<file path="src/rtl/wb_dpbram_fifo_ctrl.sv">
// FIFO controller for a sibling simple dual-port BRAM; 3-cycle word-in to word-out, 1 word/cycle sustained.
// Backpressure: a 2-entry skid buffer absorbs the BRAM read latency; BRAM_FIFO_LEVEL_EN adds the o_level port.
module wb_dpbram_fifo_ctrl #(
  parameter int DATA_WIDTH = 32,
  parameter int ADDR_WIDTH = 10
) (
  input  logic                  i_clk,
  input  logic                  i_rst,
  input  logic                  i_wr_valid,
  output logic                  o_wr_ready,
  input  logic [DATA_WIDTH-1:0] i_wr_data,
  output logic                  o_rd_valid,
  input  logic                  i_rd_ready,
  output logic [DATA_WIDTH-1:0] o_rd_data,
  output logic                  o_enA,
  output logic                  o_weA,
  output logic [ADDR_WIDTH-1:0] o_addrA,
  output logic [DATA_WIDTH-1:0] o_dinA,
  output logic                  o_enB,
  output logic [ADDR_WIDTH-1:0] o_addrB,
  input  logic [DATA_WIDTH-1:0] i_doutB
`ifdef BRAM_FIFO_LEVEL_EN
  ,
  output logic [ADDR_WIDTH+1:0] o_level
`endif
);

  localparam logic [ADDR_WIDTH:0] FULL_CNT = {1'b1, {ADDR_WIDTH{1'b0}}};

  logic [ADDR_WIDTH-1:0] wr_ptr_q, wr_ptr_d;
  logic [ADDR_WIDTH-1:0] rd_ptr_q, rd_ptr_d;
  logic [ADDR_WIDTH:0]   mem_count_q, mem_count_d;
  logic                  inflight_q, inflight_d;
  logic [1:0]            obuf_count_q, obuf_count_d;
  logic [DATA_WIDTH-1:0] obuf0_q, obuf0_d;
  logic [DATA_WIDTH-1:0] obuf1_q, obuf1_d;

  logic       wr_ready;
  logic       push;
  logic       pop;
  logic       fetch;
  logic [2:0] committed;
  logic [1:0] obuf_after_pop;

  always_comb begin
    wr_ready = !i_rst && (mem_count_q != FULL_CNT);
    push     = i_wr_valid && wr_ready;
    pop      = (obuf_count_q != 2'd0) && i_rd_ready;

    // Words already owed to the skid buffer once this cycle's pop is taken out.
    committed = {2'b00, inflight_q} + {1'b0, obuf_count_q} - {2'b00, pop};
    fetch     = (mem_count_q != '0) && (committed < 3'd2);

    wr_ptr_d    = wr_ptr_q + {{(ADDR_WIDTH-1){1'b0}}, push};
    rd_ptr_d    = rd_ptr_q + {{(ADDR_WIDTH-1){1'b0}}, fetch};
    mem_count_d = mem_count_q + {{ADDR_WIDTH{1'b0}}, push} - {{ADDR_WIDTH{1'b0}}, fetch};
    inflight_d  = fetch;

    obuf_after_pop = obuf_count_q - {1'b0, pop};
    obuf_count_d   = obuf_after_pop + {1'b0, inflight_q};

    // Entry 0 is the head; the returning BRAM word lands in the first free slot after the pop shift.
    obuf0_d = obuf0_q;
    obuf1_d = obuf1_q;
    if (pop) begin
      obuf0_d = obuf1_q;
    end
    if (inflight_q) begin
      if (obuf_after_pop == 2'd0) begin
        obuf0_d = i_doutB;
      end else begin
        obuf1_d = i_doutB;
      end
    end
  end

  always_ff @(posedge i_clk or posedge i_rst) begin
    if (i_rst) begin
      wr_ptr_q     <= '0;
      rd_ptr_q     <= '0;
      mem_count_q  <= '0;
      inflight_q   <= 1'b0;
      obuf_count_q <= 2'd0;
      obuf0_q      <= '0;
      obuf1_q      <= '0;
    end else begin
      wr_ptr_q     <= wr_ptr_d;
      rd_ptr_q     <= rd_ptr_d;
      mem_count_q  <= mem_count_d;
      inflight_q   <= inflight_d;
      obuf_count_q <= obuf_count_d;
      obuf0_q      <= obuf0_d;
      obuf1_q      <= obuf1_d;
    end
  end

`ifdef BRAM_FIFO_LEVEL_EN
  logic [ADDR_WIDTH+1:0] level_q, level_d;

  always_comb begin
    level_d = {1'b0, mem_count_d} + {{(ADDR_WIDTH+1){1'b0}}, inflight_d}
            + {{ADDR_WIDTH{1'b0}}, obuf_count_d};
  end

  always_ff @(posedge i_clk or posedge i_rst) begin
    if (i_rst) begin
      level_q <= '0;
    end else begin
      level_q <= level_d;
    end
  end

  assign o_level = level_q;
`endif

  assign o_wr_ready = wr_ready;
  assign o_enA      = push;
  assign o_weA      = push;
  assign o_addrA    = wr_ptr_q;
  assign o_dinA     = i_wr_data;
  assign o_enB      = fetch;
  assign o_addrB    = rd_ptr_q;
  assign o_rd_valid = (obuf_count_q != 2'd0);
  assign o_rd_data  = obuf0_q;

endmodule

</file>
<file path="config.mk">
export PLATFORM = sky130hd
export DESIGN_NAME = wb_dpbram_fifo_ctrl
export DESIGN_NICKNAME = d
export VERILOG_FILES = /design/src/rtl/wb_dpbram_fifo_ctrl.sv
export SDC_FILE = /design/constraint.sdc
export NUM_CORES = 1
export LEC_CHECK = 0
export ABC_AREA = 1
export BUFFER_PORTS_ARGS = -buffer_cell sky130_fd_sc_hd__buf_2
export CORE_AREA = 2 2 109 111
export CTS_CLUSTER_SIZE = 14
export DETAILED_ROUTE_END_ITERATION = 10
export DIE_AREA = 0 0 111 113
export GPL_TIMING_DRIVEN = 0
export PLACE_DENSITY = 0.82
export SLEW_MARGIN = 20
export SYNTH_ARGS = -nofsm -noshare
export SYNTH_HDL_FRONTEND = slang
export SYNTH_SLANG_ARGS = --single-unit
</file>
<file path="constraint.sdc">
create_clock -name i_clk -period 3.6 [get_ports i_clk]
set_input_delay 0.36 -clock i_clk [delete_from_list [all_inputs] [get_ports i_clk]]
set_output_delay 0.36 -clock i_clk [all_outputs]
set_load 0.05 [all_outputs]
</file>
After elaboration in Yosys (flattened, before gate mapping)
Cells that the tools add are included.

cells by class
  add/subtract/negate cells = 8
  magnitude comparators = 1
  equal/unequal tests = 1
  mux-type cells = 3
  bitwise operators = 1
  reduce and logical (&&, ||, !) cells = 9

operator list
  cell                    number
  $mux W32                3
  $add A10 B1 Y10         2
  $add A11 B1 Y11         1
  $ne A11 B11 Y1 const B  1
  $reduce_bool A11 Y1     1
  $sub A11 B1 Y11         1
  $logic_and A1 B1 Y1     4
  $add A1 B2 Y3           1
  $lt A3 B2 Y1 const B    1
  $sub A3 B1 Y3           1
  $add A2 B1 Y2           1
  $logic_not A2 Y1        1
  $reduce_and A2 Y1       1
  $reduce_bool A2 Y1      1
  $sub A2 B1 Y2           1
  $logic_not A1 Y1        1
  $not A1 Y1              1

word-level totals
  register bits = 98
  input bits = 68
  output and inout port bits = 89
  logic and storage cells = 30

Longest topological paths before layout
Gate-level depths: netlist (run 1).

  depth in word-level cells = 6
  mapped depth = 22
  gate-level depth less buffers = 22

Worst setup path before layout (run 1)
No wires, ideal clock.

  path type = reg-to-reg
  start = reg obuf_count_q[0]
  end = reg mem_count_q[10]
  library setup time = 116 ps
  arrival time = 3822 ps
  data required time = 3484 ps
  setup slack = -338 ps
  stages on the path, launching flop included = 21
  buffers on the path = 0
  cell sequence = dfrtp_1 inv_1 nand3_4 o21ai_4 nand2_1 fa_1 nand3_1 a31oi_1 ha_1 inv_1 ha_1 inv_1 fa_1 inv_1 nand2_1 nand2_1 nand3_1 nand2_1 nand2_1 nand3_1 nand2_1

on the way
  cells in the longest elaborated chain, start to end = 6

ends and longest elaborated chain
  item                                                   line  text
  from (decl)                                            34    logic [1:0] obuf_count_q, obuf_count_d;
  from (signal assigned)                                 91    obuf_count_q <= obuf_count_d;
  branches (longest 2 deep; another with $add A1 B2 Y3)  -
  $sub A3 B1 Y3 (*)                                      51    committed = {2'b00, inflight_q} + {1'b0, obuf_count_q} - {2'b00, pop};
  $lt A3 B2 Y1 (*)                                       52    fetch = (mem_count_q != '0) && (committed < 3'd2);
  $logic_and A1 B1 Y1 (*)                                52
  named net o_enB                                        19    output logic o_enB,
  $sub A11 B1 Y11 (*)                                    56    mem_count_d = mem_count_q + {{ADDR_WIDTH{1'b0}}, push} - {{ADDR_WIDTH{1'b0}}, fetch};
  named net mem_count_d[10]                              32    logic [ADDR_WIDTH:0] mem_count_q, mem_count_d;
  to (signal assigned)                                   89    mem_count_q <= mem_count_d;
  to (decl)                                              32

Mark *: on every way through the listed nets, which the timed path passes.
A chain may end at the register's enable or synchronous reset.

Worst setup path after layout (run 1)
  start = reg obuf_count_q[0]
  end = reg mem_count_q[8]

on the way
  cells in the longest elaborated chain, start to end = 6

ends and longest elaborated chain
  item                                                   line
  branches (longest 2 deep; another with $add A1 B2 Y3)  -
  $sub A3 B1 Y3 (*)                                      51
  $lt A3 B2 Y1 (*)                                       52
  $logic_and A1 B1 Y1 (*)                                52
  $sub A11 B1 Y11 (*)                                    56
  named net mem_count_d[8]                               32

Marks and branches as above.

==> results of run 1 <==
==> cell families (layout without fill, tap and decap cells) <==
group	after synthesis	count (layout)
AOI/OAI and AO/OA	73	73
adders and majority gates	23	23
DFF	98	98
xor gates and xnor gates	23	23
buffers and inverters	126	268
and+or+nand+nor	248	248
==> routing by layer <==
metal | vias up | track usage | routed length, um
met5 | - | 0 | 0
met4 | 0 | 0.05000 | 85
met3 | 9 | 0.03856 | 615
met2 | 115 | 0.3080 | 5252
met1 | 1936 | 0.2295 | 4763
li1 | 2098 | - | -
==> cell usage in the layout (no fill, tap or decap), types with 2 or more instances in the layout <==
cell type  synthesis  final
nand2_1          174    173
buf_2             10    133
dfrtp_1           98     98
inv_1             71     69
o21ai_0           52     52
nand3_1           48     48
buf_4             39     40
ha_1              21     20
nor2_1            13     13
xor2_1            13     13
o21ai_1           12     12
xnor2_1           10     10
clkbuf_16          0      9
inv_6              0      5
a21oi_1            4      4
nand4_1            4      4
nor3_1             3      3
nand2_2            2      3
clkbuf_1           3      3
o21ai_4            2      2
clkbuf_2           2      2
o21bai_1           2      2
clkinv_4           0      2
==> through the flow <==
step	std cells	power [mW]	cell area, um^2	setup TNS [ns]
finish	876	6.266	6176	0
detailed placement	858	5.340	5857	0
CTS	875	6.293	6152	0
global placement	857	5.228	5824	-54.00
global route	876	6.828	6176	0
floorplan	591	4.566	5030	0
==> how the worst max path moves through the flow <==
stage	slack, ns	cells past startpoint	end
finish	0.30	21	mem_count_q[8]
global route	0.04	21	mem_count_q[10]
CTS	0.1	21	mem_count_q[8]
detailed placement	0.11	21	mem_count_q[10]
global placement	-0.56	2	o_rd_data[8]
floorplan	0.02	20	mem_count_q[10]
==> worst max-delay path, delay by kind of cell, from the launching register on <==
kind,cells,cell delay [ns]
fa+ha+maj,4,1.23
simple gates,11,1.13
flops,1,0.38
compound gates,2,0.18
buf+inv,4,0.29
==> layout make-up <==
class | count | area (um^2)
Buffer | 55 | 375.4
Clock buffer | 9 | 225.2
Clock inverter | 7 | 60.06
Fill cell | 1037 | 5096
Inverter | 71 | 271.5
Multi-Input combinational cell | 367 | 1952
Sequential cell | 98 | 2452
Tap cell | 143 | 178.9
Timing Repair Buffer | 126 | 660.6
==> state kept, by name (all words and copies together) (netlist names) <==
register and count:
inflight_q 1, mem_count_q 11, o_addrA 10, o_addrB 10, o_rd_data 32, obuf1_q 32
obuf_count_q 2
==> report_power, final <==
part	switching [mW]	leakage, nW	internal (mW)
sequential	0.297	1.23	1.61
clock	0.446	0.137	0.481
combinational	2.37	2.13	1.06
==> repair_timing <==
| action | 4_1_cts | 5_1_grt |
|---|---|---|
| endpoints found under the setup margin | 0 | 3 |
| endpoints found under the hold margin | 2 | 0 |
| hold buffers | 1 | 0 |
| buffers inserted | 0 | 1 |
| gates resized for setup | 0 | 5 |
==> flow_summary.yaml, run 1 <==
status:
  status: "complete, no violations"
floorplanning:
  die-area_um2: 12540
  pin_count: 157
  core_area_um2: 11270
  die_x_um: 111
  fp-row-count: 39
  die_h_um: 113
  start_util: 0.4457
global_route:
  grt_max_degree: 68
  grtUsageTotal: 0.1787
  grt.overflow.total: 0
  antenna_found_initial: 0
  grt_pass1_wl_mm: 18.34
  grt_pass1_vias: 4001
logic_synthesis:
  syn_nets: 682
  synth_cell_types: 27
  yosys-top-cells-area: "dfrtp_1 49%, nand2_1 13%, buf_4 5.8%"
  ys_ff_latch: 98
  synth.most_common_cell: "nand2_1"
  synth_compound_area_frac: 0.07846
  synthSimpleGateAreaFrac: 0.2052
  synth_fa_ha_area_frac: 0.06027
  synth_top_family_by_area: "simple AND/OR/NAND/NOR gates"
  yosys_warnings: 0
  ys_async_sr_fraction: 1.000
  synth_top_cell_by_area: "dfrtp_1"
  synth_cells: 591
  syn_area_um2: 5024
  ys_top_cells_by_count: "174 x nand2_1, 98 x dfrtp_1, 71 x inv_1, 52 x o21ai_0, 48 x nand3_1"
  synth_top_area_share: 0.4882
  synth-seq-area-share: 0.4882
  synthXorXnorAreaFrac: 0.04010
  synth-edff-count: 0
  synthFlopType: "dfrtp_1"
  syn_avg_cell_area_um2: 8.500
  synth_mux_area_frac: 0
detailed_routing:
  post-route-drc-count: 0
  vias_per_cell: 4.747
  final_antenna_net_count: 0
  dr.first_iter.drc_count: 232
  first_pass_iters: 5
  wl_mm: 10.72
  vias: 4158
  wl_per_cell_um: 12.23
sta:
  layout_setup_ws_ns: 0.3049
  worst_hold_slack_ns: 0.2753
  max_freq_mhz: 303.5
  worst-slew-pin-transition_ns: 0.4444
  fin_crit_sh: 0.9153
  setup-violations-final: 0
  fin_skew_ns: 0.007892
  period_minus_slack_ns: 3.295
  rsz0062_at_grt: "false"
  slew_violations: 0
  slew-limit-headroom: 0.7015
  final_hold_viol_count: 0
clock_tree:
  worst_skew_pair.late_latency_ns: 0.35
  h-tree-depth: 3
  cts_buffer_depth: 2
  clkTransAtPathRegs_ns: 0.07
  cts_sinks: 98
  numCtsBuffers: 9
  root_buffer: "clkbuf_16"
  cts_tree: "yes"
hold_path:
  whs_path_depth: 3
  holdCritStartpoint: "i_doutB[15]"
  min_path_type: "input port to flop"
  hold_path_end: "o_rd_data[15]"
worst_setup_path:
  crit_chain: "inv_2 -> nand3_4 -> o21ai_4 -> nand2_1 -> fa_1 -> or2_2 -> nand3_1 -> a31oi_4 -> ha_1 -> inv_1 -> ha_2 -> inv_1 -> fa_2 -> inv_1 -> nand2_1 -> nand2_1 -> nand3_1 -> nand2_2 -> nand2_1 -> nand3_1 -> nand2_1"
  worst_setup_path_end_kind: "flop"
  rrSetupSlack_ns: 0.30
  reg2regPathDepth: 21
  critPathMaxStageDelay_ns: 0.38
  cp_max_fo: 4
  cp-startpoint: "obuf_count_q[0]"
  worstReg2RegEnd: "mem_count_q[8]"
  cp_common_cell: "nand2_1"
  cp-start-kind: "flop"
  r2r_start: "obuf_count_q[0]"
  cp.arrival_ns: 3.53
  worstSetupPathType: "flop to flop"
  cp.required_ns: 3.84
  critPathSlowestCell: "dfrtp_1"
place:
  dp_hpwl_mm: 8.032
  io_buffers: 123
  routabilityCongestion: 0.8045
  preCtsSetupSlack_ns: 0.1091
power_and_ir_drop:
  max-vdd-ir-drop_mv: 0.7487
  p_per_area_nw_per_um2: 1015
  power.leakage_nw: 3.490
flow_run:
  drv_cap: 0
finish:
  postLayoutCoreUtil: 0.5479
  syn2layout_area_growth_pct: 22.94
  drive_above_1_share: 0.2810
  diodes: 0
  final_nets: 819
(Power assumes the default switching activity.)
==> run 2: changes to the inputs <==
--- a/config.mk
+++ b/config.mk
@@ -7,13 +7,14 @@
 export LEC_CHECK = 0
 export ABC_AREA = 1
 export BUFFER_PORTS_ARGS = -buffer_cell sky130_fd_sc_hd__buf_2
-export CORE_AREA = 2 2 109 111
+export CORE_AREA = 2 2 102 104
 export CTS_CLUSTER_SIZE = 14
 export DETAILED_ROUTE_END_ITERATION = 10
-export DIE_AREA = 0 0 111 113
+export DIE_AREA = 0 0 104 106
 export GPL_TIMING_DRIVEN = 0
-export PLACE_DENSITY = 0.82
+export PLACE_DENSITY = 0.79
 export SLEW_MARGIN = 20
 export SYNTH_ARGS = -nofsm -noshare
 export SYNTH_HDL_FRONTEND = slang
 export SYNTH_SLANG_ARGS = --single-unit
+export TNS_END_PERCENT = 30
==> run 2 against run 1 <==
- non-clock buffer count stayed put
- routed wire length is 0.21% lower
- die area is 12% lower
- power is 2.1% lower
- final cell count is 0.91% lower
- combinational power hardly changed
- maximum frequency is 1.6% lower
- clock-buffer cell count stayed put
- critical endpoint is now mem_count_q[10]
- largest cell class unchanged
==> flow_summary.yaml, run 2 (synthesized netlist as in run 1, its figures left out) <==
global_route:
  grtUsageTotal: 0.2028
  grt_pass1_wl_mm: 18.34
  grt_pass1_vias: 4091
  grt_max_degree: 73
  grt.overflow.total: 0
  antenna_found_initial: 0
floorplanning:
  fp-row-count: 37
  core_area_um2: 10000
  die-area_um2: 11020
  pin_count: 157
  die_x_um: 104
  die_h_um: 106
  start_util: 0.5024
sta:
  slew-limit-headroom: 0.6792
  max_freq_mhz: 298.5
  period_minus_slack_ns: 3.350
  worst-slew-pin-transition_ns: 0.4813
  tns_ns: 0
  worst_hold_slack_ns: 0.2375
  fin_crit_sh: 0.9304
  setup-violations-final: 0
  fin_skew_ns: 0.008016
  final_hold_viol_count: 0
  slew_violations: 0
clock_tree:
  cts_tree: "yes"
  root_buffer: "clkbuf_8"
  h-tree-depth: 3
  worst_skew_pair.late_latency_ns: 0.37
  numCtsBuffers: 9
  cts_sinks: 98
  cts_buffer_depth: 2
  clkTransAtPathRegs_ns: 0.10
power_and_ir_drop:
  clockPowerShare: 0.127
  pwr-share-seq: 0.311
  power.leakage_nw: 3.460
  p_comb_frac: 0.562
  p_int_mw: 3.059
  switching_power_mw: 3.079
  power_mw: 6.138
  swShare: 0.5016
  p_per_area_nw_per_um2: 1007
  max-vdd-ir-drop_mv: 0.6298
worst_setup_path:
  critPathSlowestCell: "dfrtp_1"
  critPathMaxStageDelay_ns: 0.38
  crit_chain: "inv_2 -> nand3_4 -> o21ai_4 -> nand2_1 -> fa_2 -> or2_2 -> nand3_1 -> a31oi_4 -> ha_1 -> inv_1 -> ha_1 -> inv_1 -> fa_2 -> inv_1 -> nand2_1 -> nand2_1 -> nand3_1 -> nand2_2 -> nand2_1 -> nand3_1 -> nand2_1"
  cp-startpoint: "obuf_count_q[0]"
  cp_common_cell: "nand2_1"
  worstSetupPathType: "flop to flop"
  reg2regPathDepth: 21
  cp-start-kind: "flop"
  cp.arrival_ns: 3.62
  r2r_start: "obuf_count_q[0]"
  cp.required_ns: 3.87
  worst_setup_path_end_kind: "flop"
  cp_max_fo: 4
finish:
  syn2layout_area_growth_pct: 21.35
  final_nets: 819
  final_cells: 868
  diodes: 0
  final_common_cell: "nand2_1"
  drive_above_1_share: 0.2801
  layout_common_cells: "173 x nand2_1, 133 x buf_2, 98 x dfrtp_1"
detailed_routing:
  wl_per_cell_um: 12.32
  first_pass_iters: 4
  final_antenna_net_count: 0
  wl_mm: 10.70
  vias: 4108
  post-route-drc-count: 0
  dr.first_iter.drc_count: 154
  vias_per_cell: 4.733
place:
  dp_hpwl_mm: 7.931
  routabilityCongestion: 0.8328
  placedCellCount: 851
  io_buffers: 123
hold_path:
  whs_path_depth: 3
  holdCritStartpoint: "i_doutB[23]"
  min_path_type: "input port to flop"
status:
  status: "complete, no violations"
flow_run:
  drv_cap: 0
[run 2: cell count changes in the layout (fill, tap and decap cells not counted)]
cell,previous run,this run
bufinv_16,0,2
clkbuf_16,9,0
clkbuf_8,0,9
clkinv_2,0,1
clkinv_4,2,0
fa_1,1,0
fa_2,1,2
ha_1,20,21
ha_2,1,0
inv_6,5,3
[run 2: cell type report]
cell class,instances,area (um^2)
well taps,136,170.2
clock buffers,9,123.9
plain buffers,55,375.4
fillers,888,3904
inverters,71,271.5
repair buffers,126,660.6
multi-input cells,367,1952
clock inverters,6,90.09
flip-flops and latches,98,2452
[run 2: timing repair]
item | CTS | global route
gates resized for setup | 0 | 5
setup buffers | 0 | 1
hold buffers | 1 | 0
endpoints found under the setup margin | 0 | 3
hold endpoints to repair | 26 | 0
[run 2: final timing paths]
| check | to | slack [ns] |
|---|---|---|
| worst min-delay path | o_rd_data[23] | 0.24 |
| worst min register to register | obuf1_q[7] | 0.49 |
| worst max register to register | mem_count_q[10] | 0.25 |
| max in group asynchronous | o_rd_data[6] | 2.48 |
| worst max-delay path | mem_count_q[10] | 0.25 |
| min in group asynchronous | o_addrA[2] | 0.50 |
[run 2: power by group through the flow]
stage	Sequential, mW	Combinational (mW)	Clock, mW
finish	1.91	3.45	0.779
CTS	1.90	3.43	0.794
floorplan	2.68	1.89	0
detailed placement	1.93	3.41	0
global route	1.97	3.86	0.840
global placement	1.90	3.30	0
[run 2: layer usage]
| layer | GRT usage | vias to the layer above | wire length, um |
|---|---|---|---|
| met5 | 0 | - | 0 |
| li1 | - | 2092 | - |
| met4 | 0.08398 | 0 | 183 |
| met1 | 0.2493 | 1913 | 4657 |
| met2 | 0.3539 | 92 | 5352 |
| met3 | 0.03617 | 11 | 501 |
[run 2: stage by stage]
step | worst slack (ns) | instance area [um^2] | utilization
global route | -0.009893 | 6096 | 0.6096
global placement | -0.4135 | 5816 | 0.5816
CTS | 0.01264 | 6072 | 0.6072
detailed placement | 0.03845 | 5848 | 0.5848
floorplan | 0.01794 | 5030 | -
finish | 0.2504 | 6096 | 0.6096
[run 2: worst max-delay path: cells and delay by family, from the launching register on]
kind                     cells  cell delay [ns]
AO/OA/AOI/OAI                2             0.18
AND/OR/NAND/NOR             11             1.19
buffers and inverters        4             0.31
adder cells (fa/ha/maj)      4             1.19
flip-flops                   1             0.38
==> run 3: changes to the inputs <==
--- a/config.mk
+++ b/config.mk
@@ -7,12 +7,12 @@
 export LEC_CHECK = 0
 export ABC_AREA = 1
 export BUFFER_PORTS_ARGS = -buffer_cell sky130_fd_sc_hd__buf_2
-export CORE_AREA = 2 2 102 104
+export CORE_AREA = 2 2 133 135
 export CTS_CLUSTER_SIZE = 14
 export DETAILED_ROUTE_END_ITERATION = 10
-export DIE_AREA = 0 0 104 106
+export DIE_AREA = 0 0 135 137
 export GPL_TIMING_DRIVEN = 0
-export PLACE_DENSITY = 0.79
+export PLACE_DENSITY = 0.53
 export SLEW_MARGIN = 20
 export SYNTH_ARGS = -nofsm -noshare
 export SYNTH_HDL_FRONTEND = slang
==> constraint.sdc (replaced) <==
create_clock -name i_clk -period 2.7 [get_ports i_clk]
set_input_delay 0.27 -clock i_clk [delete_from_list [all_inputs] [get_ports i_clk]]
set_output_delay 0.27 -clock i_clk [all_outputs]
set_load 0.05 [all_outputs]
==> run 3 against run 2 <==
- the run now ends with negative setup slack left
- largest power group unchanged
- clock power up 60%
- critical endpoint is now mem_count_q[6]
- maximum frequency up 10%
- core utilization down 23 points
==> flow_summary.yaml, run 3 (synthesized netlist as in run 1, its figures left out) <==
status:
  status: "finished, violations left"
  violations: "negative setup slack"
finish:
  final_common_cell: "nand2_1"
  ff_latch_area_um2: 2454
  final_cells: 969
  final_nets: 830
  drive_above_1_share: 0.3253
  layout_common_cells: "166 x nand2_1, 132 x buf_2, 97 x dfrtp_1"
  diodes: 0
  multi_input_comb_area_um2: 2088
  syn2layout_area_growth_pct: 29.79
  fillers: 1799
power_and_ir_drop:
  max-vdd-ir-drop_mv: 0.7768
  swShare: 0.4920
  p_comb_frac: 0.570
  power.leakage_nw: 3.576
  p_per_area_nw_per_um2: 1360
  power_mw: 8.870
  p_int_mw: 4.506
  pwr-share-seq: 0.288
  switching_power_mw: 4.364
  clockPowerShare: 0.141
floorplanning:
  fp-row-count: 48
  die_h_um: 137
  start_util: 0.2945
  pin_count: 157
  die-area_um2: 18500
  die_x_um: 135
  core_area_um2: 17060
sta:
  fin_crit_sh: 1.125
  period_minus_slack_ns: 3.038
  tns_ns: -1.314
  rsz0062_at_grt: "true"
  layout_setup_ws_ns: -0.3382
  final_hold_viol_count: 0
  fin_skew_ns: 0.005859
  worst-slew-pin-transition_ns: 0.6218
  slew-limit-headroom: 0.5846
  slew_violations: 0
  max_freq_mhz: 329.1
  setup-violations-final: 5
detailed_routing:
  vias: 4197
  vias_per_cell: 4.331
  wl_per_cell_um: 12.68
  final_antenna_net_count: 0
  dr.first_iter.drc_count: 155
  post-route-drc-count: 0
  first_pass_iters: 4
  wl_mm: 12.29
clock_tree:
  numCtsBuffers: 9
  cts_sinks: 98
  cts_tree: "yes"
  h-tree-depth: 3
  cts_hold_buf: 0
  root_buffer: "clkbuf_16"
  worst_skew_pair.late_latency_ns: 0.35
  cts_buffer_depth: 2
  clkTransAtPathRegs_ns: 0.07
global_route:
  grt_max_degree: 34
  grt_pass1_wl_mm: 19.91
  antenna_found_initial: 0
  grtUsageTotal: 0.1380
  grt.overflow.total: 0
  grt_pass1_vias: 4075
place:
  io_buffers: 123
  routabilityCongestion: 0.7354
  dp_hpwl_mm: 8.996
  preCtsSetupSlack_ns: -0.6318
  placedCellCount: 942
worst_setup_path:
  worstReg2RegEnd: "mem_count_q[6]"
  cp_max_fo: 3
  crit_chain: "nand3_4 -> buf_4 -> inv_1 -> fa_2 -> nand3_4 -> a31oi_4 -> ha_4 -> inv_2 -> ha_4 -> inv_2 -> fa_2 -> inv_2 -> nand2_2 -> nand2_2 -> nand3_2 -> nand2_4 -> buf_4 -> xor2_1"
  cp.arrival_ns: 3.32
  cp-start-kind: "flop"
  reg2regPathDepth: 18
  cp_num_cells: 18
  worst_setup_path_end_kind: "flop"
  cp_top_family: "adder cells"
  endpoint: "mem_count_q[6]"
  critPathSlowestCell: "fa_2"
  critPathMaxStageDelay_ns: 0.55
  cp-startpoint: "obuf_count_q[1]"
  cp.required_ns: 2.98
  worst-path-buf-inv: 6
  cp_common_cell: "inv_2"
  r2r_start: "obuf_count_q[1]"
  worstSetupPathType: "flop to flop"
  rrSetupSlack_ns: -0.34
flow_run:
  drv_cap: 0
hold_path:
  min_path_type: "input port to async pin"
[run 3: cell count changes in the layout (fill, tap and decap cells not counted), sizes merged]
cell         change
inv              -2
clkinv           +1
clkbuf           +4
buf             +12
dlygate4sd3      -1
bufinv           -2
[run 3: power by group through the flow]
stage / logic [mW] / registers [mW] / clock network, mW
3_5_place_dp: 4.75 / 2.58 / 0
6_report: 5.06 / 2.56 / 1.25
4_1_cts: 4.93 / 2.56 / 1.31
3_3_place_gp: 4.69 / 2.56 / 0
2_1_floorplan: 2.64 / 3.57 / 0
5_1_grt: 5.66 / 2.65 / 1.37
[run 3: worst reg2reg max path, cell delays in order (launching register included)]
cell and delay [ns]:
dfrtp_2 0.45, nand3_4 0.11, buf_4 0.11, inv_1 0.05, fa_2 0.55, nand3_4 0.09, a31oi_4 0.20, ha_4 0.23
inv_2 0.05, ha_4 0.12, inv_2 0.04, fa_2 0.36, inv_2 0.06, nand2_2 0.04, nand2_2 0.08, nand3_2 0.08
nand2_4 0.10, buf_4 0.11, xor2_1 0.13
[run 3: layout make-up]
type / instances / share of cell area
Sequential cell: 98 / 0.3763
Multi-Input combinational cell: 367 / 0.3203
Timing Repair Buffer: 137 / 0.1178
Buffer: 55 / 0.05757
Tap cell: 225 / 0.04318
Inverter: 71 / 0.04145
Clock buffer: 13 / 0.03992
Clock inverter: 3 / 0.003454
[run 3: routing by layer]
| metal | track usage | wire length (um) | part of all wire | vias up |
|---|---|---|---|---|
| li1 | - | - | - | 2119 |
| met1 | 0.1741 | 5485 | 0.45 | 1952 |
| met2 | 0.2318 | 5931 | 0.48 | 118 |
| met4 | 0.03125 | 119 | 0.0097 | 0 |
| met5 | 0 | 0 | 0 | - |
| met3 | 0.04407 | 752 | 0.061 | 8 |
[run 3: through the flow]
| step | hold WS, ns | utilization | area [um^2] |
|---|---|---|---|
| after CTS | 0.03977 | 0.3776 | 6440 |
| after detailed placement | 0.4218 | 0.3562 | 6076 |
| after global placement | 0.4657 | 0.3523 | 6008 |
| after global routing | 0.07267 | 0.3823 | 6520 |
| after floorplan | 0.4156 | - | 5111 |
| final | 0.02807 | 0.3823 | 6520 |
[run 3: what timing repair did]
action,CTS,global route
pin swaps,4,6
gates resized for setup,8,18
buffers inserted,8,3
setup endpoints to repair,11,15
[run 3: how the worst min path moves through the flow]
| stage | slack (ns) | end | startpoint | cells after the start |
|---|---|---|---|---|
| floorplan | 0.42 | o_rd_data[0] | i_doutB[0] | 2 |
| global placement | 0.47 | o_addrA[9] | o_addrA[9] | 1 |
| detailed placement | 0.42 | o_addrA[0] | i_rst | 2 |
| CTS | 0.04 | o_addrA[0] | i_rst | 2 |
| global route | 0.07 | o_addrB[5] | i_rst | 2 |
| finish | 0.03 | o_addrA[0] | i_rst | 2 |
